==> src/rtl/fsm_ctrl_param.sv <==
// Multi-cycle control unit for the accumulator datapath: fetch, decode, operand
// fetch, execute/write-back and PC update, with an optional memory-ready wait.
module fsm_ctrl_param #(
  parameter int unsigned OPW      = 3,
  parameter int unsigned SELW     = 3,
  parameter int unsigned MEM_WAIT = 0
) (
  input  logic            clk,
  input  logic            rst,
  input  logic [OPW-1:0]  operacion,
  input  logic            flag_cero,
  input  logic            mem_listo,
  output logic            enmem,
  output logic            wrmem,
  output logic            enir,
  output logic            enrop1,
  output logic            enrop2,
  output logic            enrio,
  output logic            enpc,
  output logic            ldpc,
  output logic [SELW-1:0] seloper,
  output logic [1:0]      selmux,
  output logic            halt,
  output logic            err,
  output logic [3:0]      estado
);

  localparam logic [3:0] S_F    = 4'd0;
  localparam logic [3:0] S_D    = 4'd1;
  localparam logic [3:0] S_OP1  = 4'd2;
  localparam logic [3:0] S_OP2  = 4'd3;
  localparam logic [3:0] S_WC   = 4'd4;
  localparam logic [3:0] S_COU  = 4'd5;
  localparam logic [3:0] S_GA   = 4'd6;
  localparam logic [3:0] S_WB   = 4'd7;
  localparam logic [3:0] S_OA   = 4'd8;
  localparam logic [3:0] S_JP   = 4'd9;
  localparam logic [3:0] S_HALT = 4'd10;

  logic [3:0]     state_q, state_d;
  logic [OPW-1:0] op_q, op_d;
  logic           err_q, err_d;
  logic           illegal;
  logic           mem_state;
  logic           stall;

  // Widened compare so the check stays correct for any OPW >= 3.
  assign illegal = (32'(operacion) >= 32'd8);

  always_comb begin
    mem_state = 1'b0;
    case (state_q)
      S_F, S_OP1, S_OP2, S_WC, S_GA, S_WB: mem_state = 1'b1;
      default:                             mem_state = 1'b0;
    endcase
  end

  assign stall = (MEM_WAIT != 0) && mem_state && !mem_listo;

  always_ff @(posedge clk) begin
    if (rst) begin
      state_q <= S_F;
      op_q    <= '0;
      err_q   <= 1'b0;
    end else begin
      state_q <= state_d;
      op_q    <= op_d;
      err_q   <= err_d;
    end
  end

  // Next-state, opcode capture and sticky illegal flag.
  always_comb begin
    state_d = state_q;
    op_d    = op_q;
    err_d   = err_q;
    case (state_q)
      S_F:   state_d = S_D;
      S_D: begin
        op_d = operacion;
        if (illegal) begin
          state_d = S_COU;
          err_d   = 1'b1;
        end else begin
          case (operacion[2:0])
            3'd0, 3'd1, 3'd4, 3'd5: state_d = S_OP1;
            3'd2:                   state_d = S_GA;
            3'd3:                   state_d = S_OA;
            3'd6:                   state_d = S_JP;
            default:                state_d = S_HALT;
          endcase
        end
      end
      S_OP1:  state_d = S_OP2;
      S_OP2:  state_d = S_WC;
      S_WC:   state_d = S_COU;
      S_GA:   state_d = S_WB;
      S_WB:   state_d = S_COU;
      S_OA:   state_d = S_COU;
      S_JP:   state_d = flag_cero ? S_F : S_COU;
      S_COU:  state_d = S_F;
      S_HALT: state_d = S_HALT;
      default: state_d = S_F;
    endcase
    if (stall) state_d = state_q;
  end

  // Moore decode of the registered state; ldpc alone follows flag_cero live.
  always_comb begin
    enmem   = 1'b0;
    wrmem   = 1'b0;
    enir    = 1'b0;
    enrop1  = 1'b0;
    enrop2  = 1'b0;
    enrio   = 1'b0;
    enpc    = 1'b0;
    ldpc    = 1'b0;
    halt    = 1'b0;
    selmux  = 2'b00;
    seloper = '0;
    case (state_q)
      S_F: begin
        enmem = 1'b1;
        enir  = 1'b1;
      end
      S_OP1, S_GA: begin
        enmem  = 1'b1;
        enrop1 = 1'b1;
        selmux = 2'b01;
      end
      S_OP2: begin
        enmem   = 1'b1;
        enrop2  = 1'b1;
        selmux  = 2'b10;
        seloper = SELW'(op_q[2:0]);
      end
      S_WC: begin
        enmem   = 1'b1;
        wrmem   = 1'b1;
        selmux  = 2'b11;
        seloper = SELW'(op_q[2:0]);
      end
      S_WB: begin
        enmem   = 1'b1;
        wrmem   = 1'b1;
        selmux  = 2'b10;
        seloper = SELW'(op_q[2:0]);
      end
      S_OA: begin
        enrio  = 1'b1;
        selmux = 2'b01;
      end
      S_COU:  enpc = 1'b1;
      S_JP:   ldpc = flag_cero;
      S_HALT: halt = 1'b1;
      default: ;
    endcase
  end

  assign err    = err_q;
  assign estado = state_q;

endmodule
==> config.mk <==
export PLATFORM = sky130hd
export DESIGN_NAME = fsm_ctrl_param
export DESIGN_NICKNAME = d
export VERILOG_FILES = /design/src/rtl/fsm_ctrl_param.sv
export SDC_FILE = /design/constraint.sdc
export NUM_CORES = 1
export LEC_CHECK = 0
export CAP_MARGIN = 20
export CORE_MARGIN = 4
export CORE_UTILIZATION = 42
export DETAILED_ROUTE_END_ITERATION = 12
export GPL_TIMING_DRIVEN = 0
export PLACE_DENSITY = 0.82
export SLEW_MARGIN = 20
export SYNTH_ARGS = -nofsm -noshare
export SYNTH_HDL_FRONTEND = slang
export SYNTH_SLANG_ARGS = --single-unit
==> constraint.sdc <==
create_clock -name clk -period 1.8 [get_ports clk]
set_input_delay 0.36 -clock clk [delete_from_list [all_inputs] [get_ports clk]]
set_output_delay 0.36 -clock clk [all_outputs]
set_load 0.01 [all_outputs]
## After elaboration in Yosys (flattened, before gate mapping)

Cells that the tools add are included.

| word-level totals | value |
|---|---|
| flip-flop bits (word level) | 7 |
| input port bits | 7 |
| output and inout port bits | 19 |
| word-level logic and storage cells | 42 |

| operators by class | value |
|---|---|
| eq/ne operators | 16 |
| mux-type cells | 14 |
| reduce and logical (&&, ||, !) cells | 10 |

Operators with widths:

| operator | count |
|---|---|
| case mux 4 bit (8 select lines) | 1 |
| == test 4 x 3 -> 1 bit, second input constant | 4 |
| case mux 4 bit (4 select lines) | 1 |
| == test 4 bit, second input constant | 3 |
| == test 3 bit, second input constant | 3 |
| two-way mux 1 bit | 9 |
| OR reduction 3 bit | 3 |
| == test 4 x 2 -> 1 bit, second input constant | 2 |
| == test 3 x 2 -> 1 bit, second input constant | 2 |
| two-way mux 3 bit | 2 |
| case mux 2 bit (3 select lines) | 1 |
| OR reduction 2 bit | 3 |
| OR reduction 6 bit | 1 |
| == test 4 x 1 -> 1 bit, second input constant | 1 |
| logical NOT 4 bit | 1 |
| OR reduction 4 bit | 1 |
| == test 3 x 1 -> 1 bit, second input constant | 1 |
| logical NOT 3 bit | 1 |

## Logic depth before layout (Yosys ltp)

| logic depth | value |
|---|---|
| depth in word-level cells | 4 |
| gate-level depth with buffers | 4 |

## Least setup slack after synthesis

Ideal clock, no wire load.

| timing | value |
|---|---|
| kind | register -> output |
| start point | reg state_q[2] (netlist: estado[2]) |
| end point | out seloper[0] |
| data arrival time | 1,248 ps |
| setup slack | 192 ps |
| stages on the path, launching flop included | 4 |
| path buffers | 0 |
| cell sequence | dfxtp_1 or3b_1 a21oi_2 and2_1 |

| between the ends | value |
|---|---|
| longest elaborated chain between the ends | 3 |

RTL lines:

| item | line | source |
|---|---|---|
| from (decl) | 40 | `logic [3:0] state_q, state_d;` |
| from (signal assigned) | 66 | `state_q <= state_d;` |
| == test 4 x 3 -> 1 bit, or another cell as far along | 121 | `case (state_q)` |
| OR reduction 3 bit (no line) * | -- |  |
| two-way mux 3 bit * | 121 |  |
| to (decl) | 21 | `output logic [SELW-1:0] seloper,` |

Every way passes the cells marked *; elsewhere a longest branch is shown, timed or not.

## Worst setup path in the final report

| timing | value |
|---|---|
| start point | reg state_q[2] (netlist: estado[2]) |
| end point | out seloper[2] |

The elaborated chain is that of the path after synthesis.

==> results <==
- The worst hold path begins at op_q[1].
- In this run the worst path has a maximum fanout of 4.
- The xor-xnor portion of the synthesized cell area is 3.167%.
- Clock skew on the completed layout was measured at 0.007995 ns.
- The first detailed-routing pass took 4 iterations.
- On the critical path the largest part of the delay comes from simple AND/OR/NAND/NOR gates.
- The proportion of netlist area held by the largest area contributor is 25.34%.
- The worst hold path depth is 2.
- In this run the register-to-register setup slack is 0.25 ns.
- The signal on the critical path passes through or3b_4 -> a21oi_2 -> buf_4 -> and2_4 -> buf_6.
- The share of the clock period used by the worst path is 104.2%.
- Of the total synthesized cell area, the portion taken by full adders, half adders and majority gates is 0%.
- The flow ran to the end, but the final reports show violations.
- Using the TritonRoute via totals, the vias-per-cell ratio works out to 5.228.
- The first-iteration detailed-routing DRC count is 7.
- The cell with the most instances after synthesis is nor2_1.
- The worst-case vdd ir drop is 0.5495 mV.
- The latest clock arrival within the worst-skew pair is 0.26 ns.
- On the critical path, the stage with the largest delay is an instance of or3b_4.
- After synthesis, the largest family of logic cells by area is simple AND/OR/NAND/NOR gates.
- The startpoint identified for the worst register-to-register timing path is estado[2].
- In this run the vertical extent of the chip is 44.29 um.
- Subtracting the final worst setup slack from the clock period gives 1.876 ns.
- The async set or reset register ratio after synthesis is 0%.
- The fraction of final layout cells with drive strength greater than 1 is 42.00%.
- The maximum clock insertion buffer count is 2.
- The total power after layout is 885.1 uW.
- The CTS sink count is 7.
- The global-route wire length before repair is 2421 um.
- A synthesized cell averages 8.379 sq um.
- The largest single stage delay on the critical path is 0.37 ns.
- The leading area contributor after synthesis is dfxtp_1.
- The count of final max-slew check failures is 0.
- The synthesized-area fraction occupied by ao, oa, aoi and oai cells is 17.42%.
- The max capacitance violation total is 0.
- The met1 global-route usage is 20.44%.
- In the post-synthesis netlist, the biggest area contributors are dfxtp_1, nor2_1, buf_6, mux2i_1, nor4b_4.
- In the global route stage, met2 resource usage came out at 26.45%.
- The flop and latch count out of synthesis is 7.
- The total count of hold-check failures in the final report is 0.
- The routed length per placed instance is 12.73 um.
- The number of global-route vias before repair came to 556.
- After global routing the overflow that remains totals 0.
- The simple-gate portion of the synthesized area is 37.10%.
- The mux cell area share after synthesis is 5.430%.
- Sequential elements use 25.34% of the synthesized area.
- Global routing used 7.317% of the available met3 tracks.
- The category of the critical setup timing path is register to primary output.
- The end of the worst register-to-register path is estado[3].
- After clock tree synthesis, the clock-pin slew on the worst setup and hold paths is 0.05 ns.
- Counting both buffers and inverters, the worst setup path holds a total of 2.
- The post-route setup TNS is -0.2161 ns.
- At the end of the flow, the number of nets in the layout was 108.
- The arrival time of data at the critical path endpoint is 1.52 ns.
- For this block, the via count after detailed routing is 596.
- The hold path endpoint is op_q[1].
- After synthesis the cells add up to 553.0 sq um.
- The worst setup path is launched from a register.
- The antenna diode count is 0.
- After technology mapping, the gate count stands at 66.
- The highest clock frequency the design can meet is 533.2 MHz.
- TritonCTS created 3 clock buffers.
- The most used flip-flop cell after synthesis is dfxtp_1.
- The row count is 12.
- The CTS tree is yes.
- The count of synthesis-stage warnings from yosys is 0.
- The total wirelength of the detailed-routed design is 1451 um.
- The top-level port count is 26.
- The wire-length estimate of the detail-placed layout is 1099 um.
- The initial antenna violation count is 0.
- The number of filler instances in the final layout is 82.
- The number of enable flip-flop cells after synthesis is 0.
- The synthesized net count is 73.
- The final critical-path setup slack is -0.07562 ns.
- The die covers 1961 sq um.
- The library cell used as clock root buffer is clkbuf_4.
- Input and output buffers added on the ports amount to 23.
- Compared with the post-synthesis result, the final layout area differs by 65.16%.
- The leakage component of the power is 0.0004071 uW.
- The power density normalized to cell area is 969.1 nW/um^2.
- The depth of the CTS H-tree is 1.
- The worst register-to-register path has a depth of 5.
- At the worst endpoint, the required time is 1.44 ns.
- In the synthesized netlist, the cells that appear most often are nor2_1, dfxtp_1, nand2_1.
- The placeable core region is 1171 sq um.
- The die width is 44.29 um.
- STA classifies the critical path endpoint as a primary output.
- Across every metal layer, demand over resource in global routing totals 17.05%.
- The post-detailed-route count of antenna-violating nets is 0.
- The most used routing layer is met2.
- The number of setup violations in the final report is 3.
- The final reports fail on negative setup slack.
- Entering global routing, the biggest net connects 11 pins.
- The worst hold path belongs to the class register to register.
- For this configuration, the core starts out at a cell density of 47.22%.
- The detailed-route DRC error count is 0.
- After synthesis, the netlist uses 34 different library cells.
- The congestion estimate from routability-driven global placement came to 0.8005.
- Setup repair after global routing could not meet its margin everywhere.
where the power goes:
group          leakage (uW)  internal [uW]  total, uW  switching, uW
Combinational      0.000333            285        519            233
Sequential        0.0000595            192        222           30.4
Clock             0.0000150           84.7        144           59.5
Total              0.000407            562        885            323
logic make-up after synthesis:
| group | Yosys count |
|---|---|
| xor+xnor | 2 |
| flops | 7 |
| buf+inv | 8 |
| compound gates | 12 |
| mux | 3 |
| simple gates | 33 |
| other cells | 1 |
placed cells by master, fill, tap and decap left out, types with 3 or more instances in the layout:
cell and count:
clkdlybuf4s50_1 9, buf_6 8, nor2_1 8, buf_4 8, dlygate4sd2_1 7, nand2_1 4
inv_1 3, and2_4 3, mux2i_1 3, clkbuf_4 3, dfxtp_1 3
routing by layer:
metal	routed length [um]	share of wire [%]	up-vias
met5	0	0	-
met4	21	1.4	0
met3	64	4.4	4
met2	694	48	12
met1	671	46	281
li1	-	-	299
per-stage QoR:
step | util, % | instance area (sq um) | worst slack, ns | hold WS (ns) | std cells
3_5_place_dp | 68.38 | 800.8 | -0.2809 | 0.4742 | 103
3_3_place_gp | 68.38 | 800.8 | -0.2400 | 0.4644 | 103
5_1_grt | 77.99 | 913.4 | -0.1290 | 0.5256 | 114
4_1_cts | 73.50 | 860.8 | -0.06377 | 0.4891 | 113
2_1_floorplan | - | 553.0 | 0.1917 | 0.4324 | 66
6_report | 77.99 | 913.4 | -0.07562 | 0.4953 | 114
state kept, by name, indices dropped and copies added, names as in the netlist:
signal / cells
op_q: 3
estado: 4
cell type report:
class                           instances  area [sq um]  share of cell area (%)
Buffer                                  5         52.55                   5.753
Multi-Input combinational cell         51         386.6                   42.33
Sequential cell                         7         150.1                   16.44
Tap cell                               14         17.52                   1.918
Timing Repair Buffer                   30         269.0                   29.45
Clock buffer                            4         26.28                   2.877
Inverter                                3         11.26                   1.233
worst register-to-register path, stage by stage (launching register included):
cell and delay (ns):
dfxtp_4 0.35, buf_4 0.13, buf_4 0.13, nor4b_4 0.44
o211ai_1 0.17, a211oi_2 0.24
worst max-delay path by stage:
stage              start  slack (ns)  cells after the start    endpoint
2_1_floorplan  estado[2]        0.19                      3  seloper[0]
3_3_place_gp   estado[2]       -0.24                      4  seloper[1]
3_5_place_dp   estado[2]       -0.28                      4  seloper[2]
4_1_cts        estado[1]       -0.06                      5  seloper[2]
5_1_grt        estado[2]       -0.13                      5  seloper[1]
6_report       estado[2]       -0.08                      5  seloper[2]
timing repair:
| item | CTS | global route |
|---|---|---|
| cloned | 0 | 0 |
| setup buffers | 6 | 2 |
| pin swaps | 4 | 3 |
| gates resized for setup | 39 | 14 |
| setup endpoints to repair | 14 | 10 |
| hold buffers | 0 | 0 |
No activity file was read; power rests on OpenSTA's default activity.
